==> config.mk <==
export PLATFORM = sky130hd
export DESIGN_NAME = counter_bus_master_flat
export DESIGN_NICKNAME = d
export VERILOG_FILES = /design/src/rtl/counter_bus_master_if.sv /design/src/rtl/counter_bus_master.sv /design/src/flat_wrapper.sv
export SDC_FILE = /design/constraint.sdc
export NUM_CORES = 1
export LEC_CHECK = 0
export ABC_CLOCK_PERIOD_IN_PS = 2000
export CAP_MARGIN = 10
export CORE_MARGIN = 2
export CORE_UTILIZATION = 48
export DETAILED_ROUTE_END_ITERATION = 10
export PLACE_DENSITY = 0.87
export SLEW_MARGIN = 10
export SYNTH_ARGS = -nofsm -noshare
export SYNTH_HDL_FRONTEND = slang
export SYNTH_SLANG_ARGS = --single-unit
==> constraint.sdc <==
create_clock -name clk -period 2 [get_ports clk]
set_input_delay 0.2 -clock clk [delete_from_list [all_inputs] [get_ports clk]]
set_output_delay 0.2 -clock clk [all_outputs]
set_load 0.05 [all_outputs]
==> src/rtl/counter_bus_master_if.sv <==
// counter_bus_master_if
//   Bundles the command/response handshake of the engine together with the
//   pins that connect to the external counter chip.
//   Command side : cmd_valid, cmd_ready, cmd_op, cmd_addr, cmd_wdata,
//                  done, rsp_valid, rsp_rdata
//   Counter side : ncs, nwr, nrd, A0, A1, dout, bus_rdata, start
//   modport master : the bus engine (counter_bus_master)
//   modport slave  : whoever issues commands and models the counter
interface counter_bus_master_if;
  logic       cmd_valid;
  logic       cmd_ready;
  logic [1:0] cmd_op;
  logic [1:0] cmd_addr;
  logic [7:0] cmd_wdata;
  logic       done;
  logic       rsp_valid;
  logic [7:0] rsp_rdata;
  logic       ncs;
  logic       nwr;
  logic       nrd;
  logic       A0;
  logic       A1;
  logic [7:0] dout;
  logic [7:0] bus_rdata;
  logic       start;

  modport master (
    input  cmd_valid, cmd_op, cmd_addr, cmd_wdata, bus_rdata,
    output cmd_ready, done, rsp_valid, rsp_rdata,
    output ncs, nwr, nrd, A0, A1, dout, start
  );

  modport slave (
    output cmd_valid, cmd_op, cmd_addr, cmd_wdata, bus_rdata,
    input  cmd_ready, done, rsp_valid, rsp_rdata,
    input  ncs, nwr, nrd, A0, A1, dout, start
  );
endinterface

==> src/rtl/counter_bus_master.sv <==
// counter_bus_master
//   Turns single register commands into timed bus cycles towards an external
//   counter chip (chip select, write/read strobes, 2-bit address, 8-bit data)
//   and drives the counter's start input as a level.
//   Ports:
//     clk   - single clock, rising edge
//     reset - asynchronous, active-low
//     bus   - counter_bus_master_if.master (command handshake + counter pins)
//   Parameters SETUP_CYC / STROBE_CYC / HOLD_CYC (1..15) set the bus phase
//   lengths in clock cycles.
module counter_bus_master #(
  parameter int SETUP_CYC  = 1,
  parameter int STROBE_CYC = 2,
  parameter int HOLD_CYC   = 1
) (
  input  logic                   clk,
  input  logic                   reset,
  counter_bus_master_if.master   bus
);

  typedef enum logic [2:0] {IDLE, SETUP, STROBE, HOLD, FINISH} state_t;

  localparam logic [1:0] OP_WR  = 2'b00;
  localparam logic [1:0] OP_RD  = 2'b01;

  localparam logic [3:0] SETUP_LAST  = 4'(SETUP_CYC - 1);
  localparam logic [3:0] STROBE_LAST = 4'(STROBE_CYC - 1);
  localparam logic [3:0] HOLD_LAST   = 4'(HOLD_CYC - 1);

  state_t     state_reg, state_next;
  logic [3:0] phase_reg, phase_next;
  logic [1:0] op_reg, op_next;
  logic [1:0] addr_reg, addr_next;
  logic [7:0] wdata_reg, wdata_next;
  logic       start_reg, start_next;
  logic [7:0] rsp_rdata_reg, rsp_rdata_next;

  // Registered pin/handshake outputs, computed from the next state so every
  // output is a flop and therefore glitch-free.
  logic       ready_reg, ready_next;
  logic       ncs_reg, ncs_next;
  logic       nwr_reg, nwr_next;
  logic       nrd_reg, nrd_next;
  logic [1:0] a_reg, a_next;
  logic [7:0] dout_reg, dout_next;
  logic       done_reg, done_next;
  logic       rsp_valid_reg, rsp_valid_next;
  logic       busy_next;

  always_comb begin
    state_next     = state_reg;
    phase_next     = phase_reg;
    op_next        = op_reg;
    addr_next      = addr_reg;
    wdata_next     = wdata_reg;
    start_next     = start_reg;
    rsp_rdata_next = rsp_rdata_reg;

    case (state_reg)
      IDLE: begin
        if (bus.cmd_valid && ready_reg) begin
          op_next    = bus.cmd_op;
          addr_next  = bus.cmd_addr;
          wdata_next = bus.cmd_wdata;
          phase_next = '0;
          if (bus.cmd_op[1]) begin
            // start set/clear: no bus cycle, just the level change
            start_next = ~bus.cmd_op[0];
            state_next = FINISH;
          end else begin
            state_next = SETUP;
          end
        end
      end
      SETUP: begin
        if (phase_reg == SETUP_LAST) begin
          state_next = STROBE;
          phase_next = '0;
        end else begin
          phase_next = phase_reg + 4'd1;
        end
      end
      STROBE: begin
        if (phase_reg == STROBE_LAST) begin
          state_next = HOLD;
          phase_next = '0;
          // capture on the edge that ends the strobe, while the counter
          // still drives valid data
          if (op_reg == OP_RD) rsp_rdata_next = bus.bus_rdata;
        end else begin
          phase_next = phase_reg + 4'd1;
        end
      end
      HOLD: begin
        if (phase_reg == HOLD_LAST) begin
          state_next = FINISH;
          phase_next = '0;
        end else begin
          phase_next = phase_reg + 4'd1;
        end
      end
      FINISH:  state_next = IDLE;
      default: state_next = IDLE;
    endcase

    busy_next      = (state_next == SETUP) || (state_next == STROBE) || (state_next == HOLD);
    ready_next     = (state_next == IDLE);
    ncs_next       = ~busy_next;
    nwr_next       = ~((state_next == STROBE) && (op_next == OP_WR));
    nrd_next       = ~((state_next == STROBE) && (op_next == OP_RD));
    a_next         = busy_next ? addr_next : 2'b00;
    dout_next      = (busy_next && (op_next == OP_WR)) ? wdata_next : 8'h00;
    done_next      = (state_next == FINISH);
    rsp_valid_next = (state_next == FINISH) && (op_next == OP_RD);
  end

  always_ff @(posedge clk or negedge reset) begin
    if (!reset) begin
      state_reg     <= IDLE;
      phase_reg     <= '0;
      op_reg        <= '0;
      addr_reg      <= '0;
      wdata_reg     <= '0;
      start_reg     <= 1'b0;
      rsp_rdata_reg <= '0;
      ready_reg     <= 1'b1;
      ncs_reg       <= 1'b1;
      nwr_reg       <= 1'b1;
      nrd_reg       <= 1'b1;
      a_reg         <= '0;
      dout_reg      <= '0;
      done_reg      <= 1'b0;
      rsp_valid_reg <= 1'b0;
    end else begin
      state_reg     <= state_next;
      phase_reg     <= phase_next;
      op_reg        <= op_next;
      addr_reg      <= addr_next;
      wdata_reg     <= wdata_next;
      start_reg     <= start_next;
      rsp_rdata_reg <= rsp_rdata_next;
      ready_reg     <= ready_next;
      ncs_reg       <= ncs_next;
      nwr_reg       <= nwr_next;
      nrd_reg       <= nrd_next;
      a_reg         <= a_next;
      dout_reg      <= dout_next;
      done_reg      <= done_next;
      rsp_valid_reg <= rsp_valid_next;
    end
  end

  assign bus.cmd_ready = ready_reg;
  assign bus.done      = done_reg;
  assign bus.rsp_valid = rsp_valid_reg;
  assign bus.rsp_rdata = rsp_rdata_reg;
  assign bus.ncs       = ncs_reg;
  assign bus.nwr       = nwr_reg;
  assign bus.nrd       = nrd_reg;
  assign bus.A0        = a_reg[0];
  assign bus.A1        = a_reg[1];
  assign bus.dout      = dout_reg;
  assign bus.start     = start_reg;

endmodule

==> src/flat_wrapper.sv <==
// flat-port wrapper written by rule: the top's interface ports become plain ports
module counter_bus_master_flat 
#(
  parameter int SETUP_CYC  = 1,
  parameter int STROBE_CYC = 2,
  parameter int HOLD_CYC   = 1
)
  (clk, reset, bus_cmd_valid, bus_cmd_op, bus_cmd_addr, bus_cmd_wdata, bus_bus_rdata, bus_cmd_ready, bus_done, bus_rsp_valid, bus_rsp_rdata, bus_ncs, bus_nwr, bus_nrd, bus_A0, bus_A1, bus_dout, bus_start);
  counter_bus_master_if bus_i ();
  input  logic clk;
  input  logic reset;
  input wire logic [$bits(bus_i.cmd_valid)-1:0] bus_cmd_valid;
  input wire logic [$bits(bus_i.cmd_op)-1:0] bus_cmd_op;
  input wire logic [$bits(bus_i.cmd_addr)-1:0] bus_cmd_addr;
  input wire logic [$bits(bus_i.cmd_wdata)-1:0] bus_cmd_wdata;
  input wire logic [$bits(bus_i.bus_rdata)-1:0] bus_bus_rdata;
  output wire logic [$bits(bus_i.cmd_ready)-1:0] bus_cmd_ready;
  output wire logic [$bits(bus_i.done)-1:0] bus_done;
  output wire logic [$bits(bus_i.rsp_valid)-1:0] bus_rsp_valid;
  output wire logic [$bits(bus_i.rsp_rdata)-1:0] bus_rsp_rdata;
  output wire logic [$bits(bus_i.ncs)-1:0] bus_ncs;
  output wire logic [$bits(bus_i.nwr)-1:0] bus_nwr;
  output wire logic [$bits(bus_i.nrd)-1:0] bus_nrd;
  output wire logic [$bits(bus_i.A0)-1:0] bus_A0;
  output wire logic [$bits(bus_i.A1)-1:0] bus_A1;
  output wire logic [$bits(bus_i.dout)-1:0] bus_dout;
  output wire logic [$bits(bus_i.start)-1:0] bus_start;
  assign bus_i.cmd_valid = bus_cmd_valid;
  assign bus_i.cmd_op = bus_cmd_op;
  assign bus_i.cmd_addr = bus_cmd_addr;
  assign bus_i.cmd_wdata = bus_cmd_wdata;
  assign bus_i.bus_rdata = bus_bus_rdata;
  assign bus_cmd_ready = bus_i.cmd_ready;
  assign bus_done = bus_i.done;
  assign bus_rsp_valid = bus_i.rsp_valid;
  assign bus_rsp_rdata = bus_i.rsp_rdata;
  assign bus_ncs = bus_i.ncs;
  assign bus_nwr = bus_i.nwr;
  assign bus_nrd = bus_i.nrd;
  assign bus_A0 = bus_i.A0;
  assign bus_A1 = bus_i.A1;
  assign bus_dout = bus_i.dout;
  assign bus_start = bus_i.start;
  counter_bus_master #(.SETUP_CYC(SETUP_CYC), .STROBE_CYC(STROBE_CYC), .HOLD_CYC(HOLD_CYC)) u_core (.clk(clk), .reset(reset), .bus(bus_i));
endmodule
==> impl_metrics.ini <==
[run_status]
status = completed

[setup_path]
r2r-end = u_core.bus.rsp_rdata[0]$_DFFE_PN0P_
critical_path_class = flip-flop to output port
worst_ep_arrival_time_ns = 1.67
critPathTopFamily = buffers and inverters
required_ns = 1.80
reg2reg_from = u_core.phase_reg[1]$_DFFE_PN0P_
reg2reg_setup_slack_ns = 0.24
critPathBufInv = 1
end_kind = output port
critical_path_depth = 1
worstPathCellList = clkdlybuf4s50_1
crit_slowest_cell = clkdlybuf4s50_1
startpoint_type = flip-flop
slowest_delay_ns = 0.81
worstPathMaxFanout = 4
worstRegToRegCells = 5
crit_start = u_core.bus.cmd_ready$_DFF_PN1_

[power]
p_leak_nw = 1.11
internal_power_mw = 2.43
switchingPower_mw = 1.93
ir_drop_mv = 0.791
pwr-share-seq_pct = 34.3
power_frac_comb_pct = 53.7
power_frac_clock_pct = 12.0
powerDensity_nw_per_um2 = 1710
switching_share_pct = 44.3
total_power_mw = 4.35

[clock_tree]
cts_buffers = 5
cts.clk_slew.worst_paths_ns = 0.08
clk_latency_ns = 0.29
cts_hold_buf = 1
postCtsSetupRepairBufs = 0
cts_tree = built
cts_buffer_depth = 2
cts_num_sinks = 44
ctsHtreeMaxLevel = 2
root_buffer = clkbuf_8
post_cts_resize_count = 0

[sta]
worst_pin_slew_ns = 0.566
min_period_ns = 1.87
finalMaxSlewViolations = 0
fin_ws_ns = 0.128
fin_crit_sh_pct = 93.6
timing_hold_violations_final = 0
setup_viol = 0
relSlewSlack_pct = 62.3
rsz0062_at_grt = false
tns_ns = 0
fin_skew_ns = 0.00676
fmax_mhz = 534

[hold_path]
hp-class = primary input to asynchronous set/reset pin

[floorplanning]
die_height_um = 67.4
top_level_ports = 48
die-area_um2 = 4540
initial_core_util_pct = 48.9
row_count = 23
core_area_um2 = 3940
die_w_um = 67.4

[logic_synthesis]
synth_adder_area_share_pct = 1.95
ys_seq_elements = 44
ys_top_cells_by_count = dfrtp_1 (40), nand2_1 (14), nand3_1 (13), o21ai_0 (12), mux2_2 (9)
synth.area.mux_share_pct = 5.78
synth_edf_count = 0
netlist_area_um2 = 1930
synth_compound_area_share_pct = 14.7
yosysTopAreaCellShare_pct = 51.9
yosys_warnings = 0
ys_seq_area_share_pct = 57.4
syn_area_per_cell_um2 = 12.4
synth.area.top_cells = dfrtp_1 (52%), dfstp_2 (5.5%), mux2_2 (5.3%), a22oi_2 (5.2%), nand3_1 (3.4%)
synth_top_family_by_area = simple AND/OR/NAND/NOR gates
ys.flop_type = dfrtp_1
synthArstFlopShare_pct = 100
yosys.area_share.simple_pct = 16.1
synth_top_cell_by_area = dfrtp_1
yosysMostFrequentCell = dfrtp_1
synth_fp_nets = 181
synth.distinct_cells = 39
syn_inst = 155
synth-xor-area-share_pct = 0.909

[routing]
wirelength_um = 3760
drc_errors = 0
dr.pass1.iters = 4
ant_nets = 0
drt_iter0_drc = 53
routedWlPerCell_um = 14.6
vias = 1397
vias_per_cell = 5.44

[placement]
portBuffers = 47
post-place-ws_ns = 0.138
gp_congestion = 0.782
hpwl_um = 2720

[global_route]
grt-ovfl-total = 0
grt_pass1_vias = 1394
grt_pass1_wl_um = 6110
grt_antenna_before_repair = 0
track_usage_pct = 18.4
grt_max_degree = 25

[finish]
diodes = 0
area_growth_pct = 32.3
seqCellArea_um2 = 1110
n_fill_cell = 314
nets = 232
layout-drive-gt1-share_pct = 19.3
multi_input_area_um2 = 759

[flow_run]
drv_cap = 0
cell type report:
| type | count | share of cell area, % |
|---|---|---|
| clock buffers | 6 | 2.85 |
| multi-input cells | 98 | 29.8 |
| inverters | 5 | 0.736 |
| clock inverters | 2 | 0.491 |
| well taps | 50 | 2.45 |
| flip-flops and latches | 44 | 43.4 |
| repair buffers | 52 | 20.3 |
how the worst max path moves through the flow:
stage,to
6_report,bus_cmd_ready
5_1_grt,bus_cmd_ready
4_1_cts,bus_cmd_ready
3_5_place_dp,u_core.bus.dout[1]$_DFF_PN0_
3_3_place_gp,u_core.bus.dout[2]$_DFF_PN0_
2_1_floorplan,u_core.bus.dout[0]$_DFF_PN0_
cell families after synthesis:
family / count (synthesis)
buffers and inverters: 13
xor gates and xnor gates: 2
DFF: 44
AOI/OAI and AO/OA: 35
muxes: 10
and+or+nand+nor: 48
adders and majority gates: 3
power by group through the flow:
stage	clock, mW	sequential, mW	combinational, mW
after detailed placement	0	1.50	2.35
after floorplan	0	2.22	0.910
after global routing	0.586	1.54	2.49
after CTS	0.541	1.49	2.35
after global placement	0	1.49	2.30
final	0.523	1.49	2.34
through the flow:
| step | cells | hold slack [ns] | cell area (um2) | util, % |
|---|---|---|---|---|
| 2_1_floorplan | 155 | -0.0956 | 1930 | - |
| 3_3_place_gp | 248 | 0.217 | 2450 | 62.3 |
| 3_5_place_dp | 248 | 0.226 | 2450 | 62.3 |
| 4_1_cts | 257 | 0.445 | 2550 | 64.7 |
| 5_1_grt | 257 | 0.470 | 2550 | 64.7 |
| 6_report | 257 | 0.430 | 2550 | 64.7 |
layout by cell type (no fill, tap or decap), types with 3 or more instances in the layout:
master,count
nand2b_1,3
buf_4,3
clkbuf_8,5
inv_1,5
dfstp_2,4
o21ai_0,12
nand3_1,13
dfrtp_1,40
clkdlybuf4s50_1,46
a22oi_2,8
ha_1,3
nor4b_1,3
mux2_2,9
nand2_1,14
per-layer routing:
layer | vias to the layer above | share of wire [%] | wire (um) | GRT usage [%]
li1 | 660 | - | - | -
met1 | 676 | 44 | 1660 | 23.7
met2 | 52 | 48 | 1800 | 29.7
met3 | 9 | 6.0 | 226 | 4.67
met4 | 0 | 1.8 | 69 | 7.91
met5 | - | 0 | 0 | 0
(Power assumes the default switching activity.)
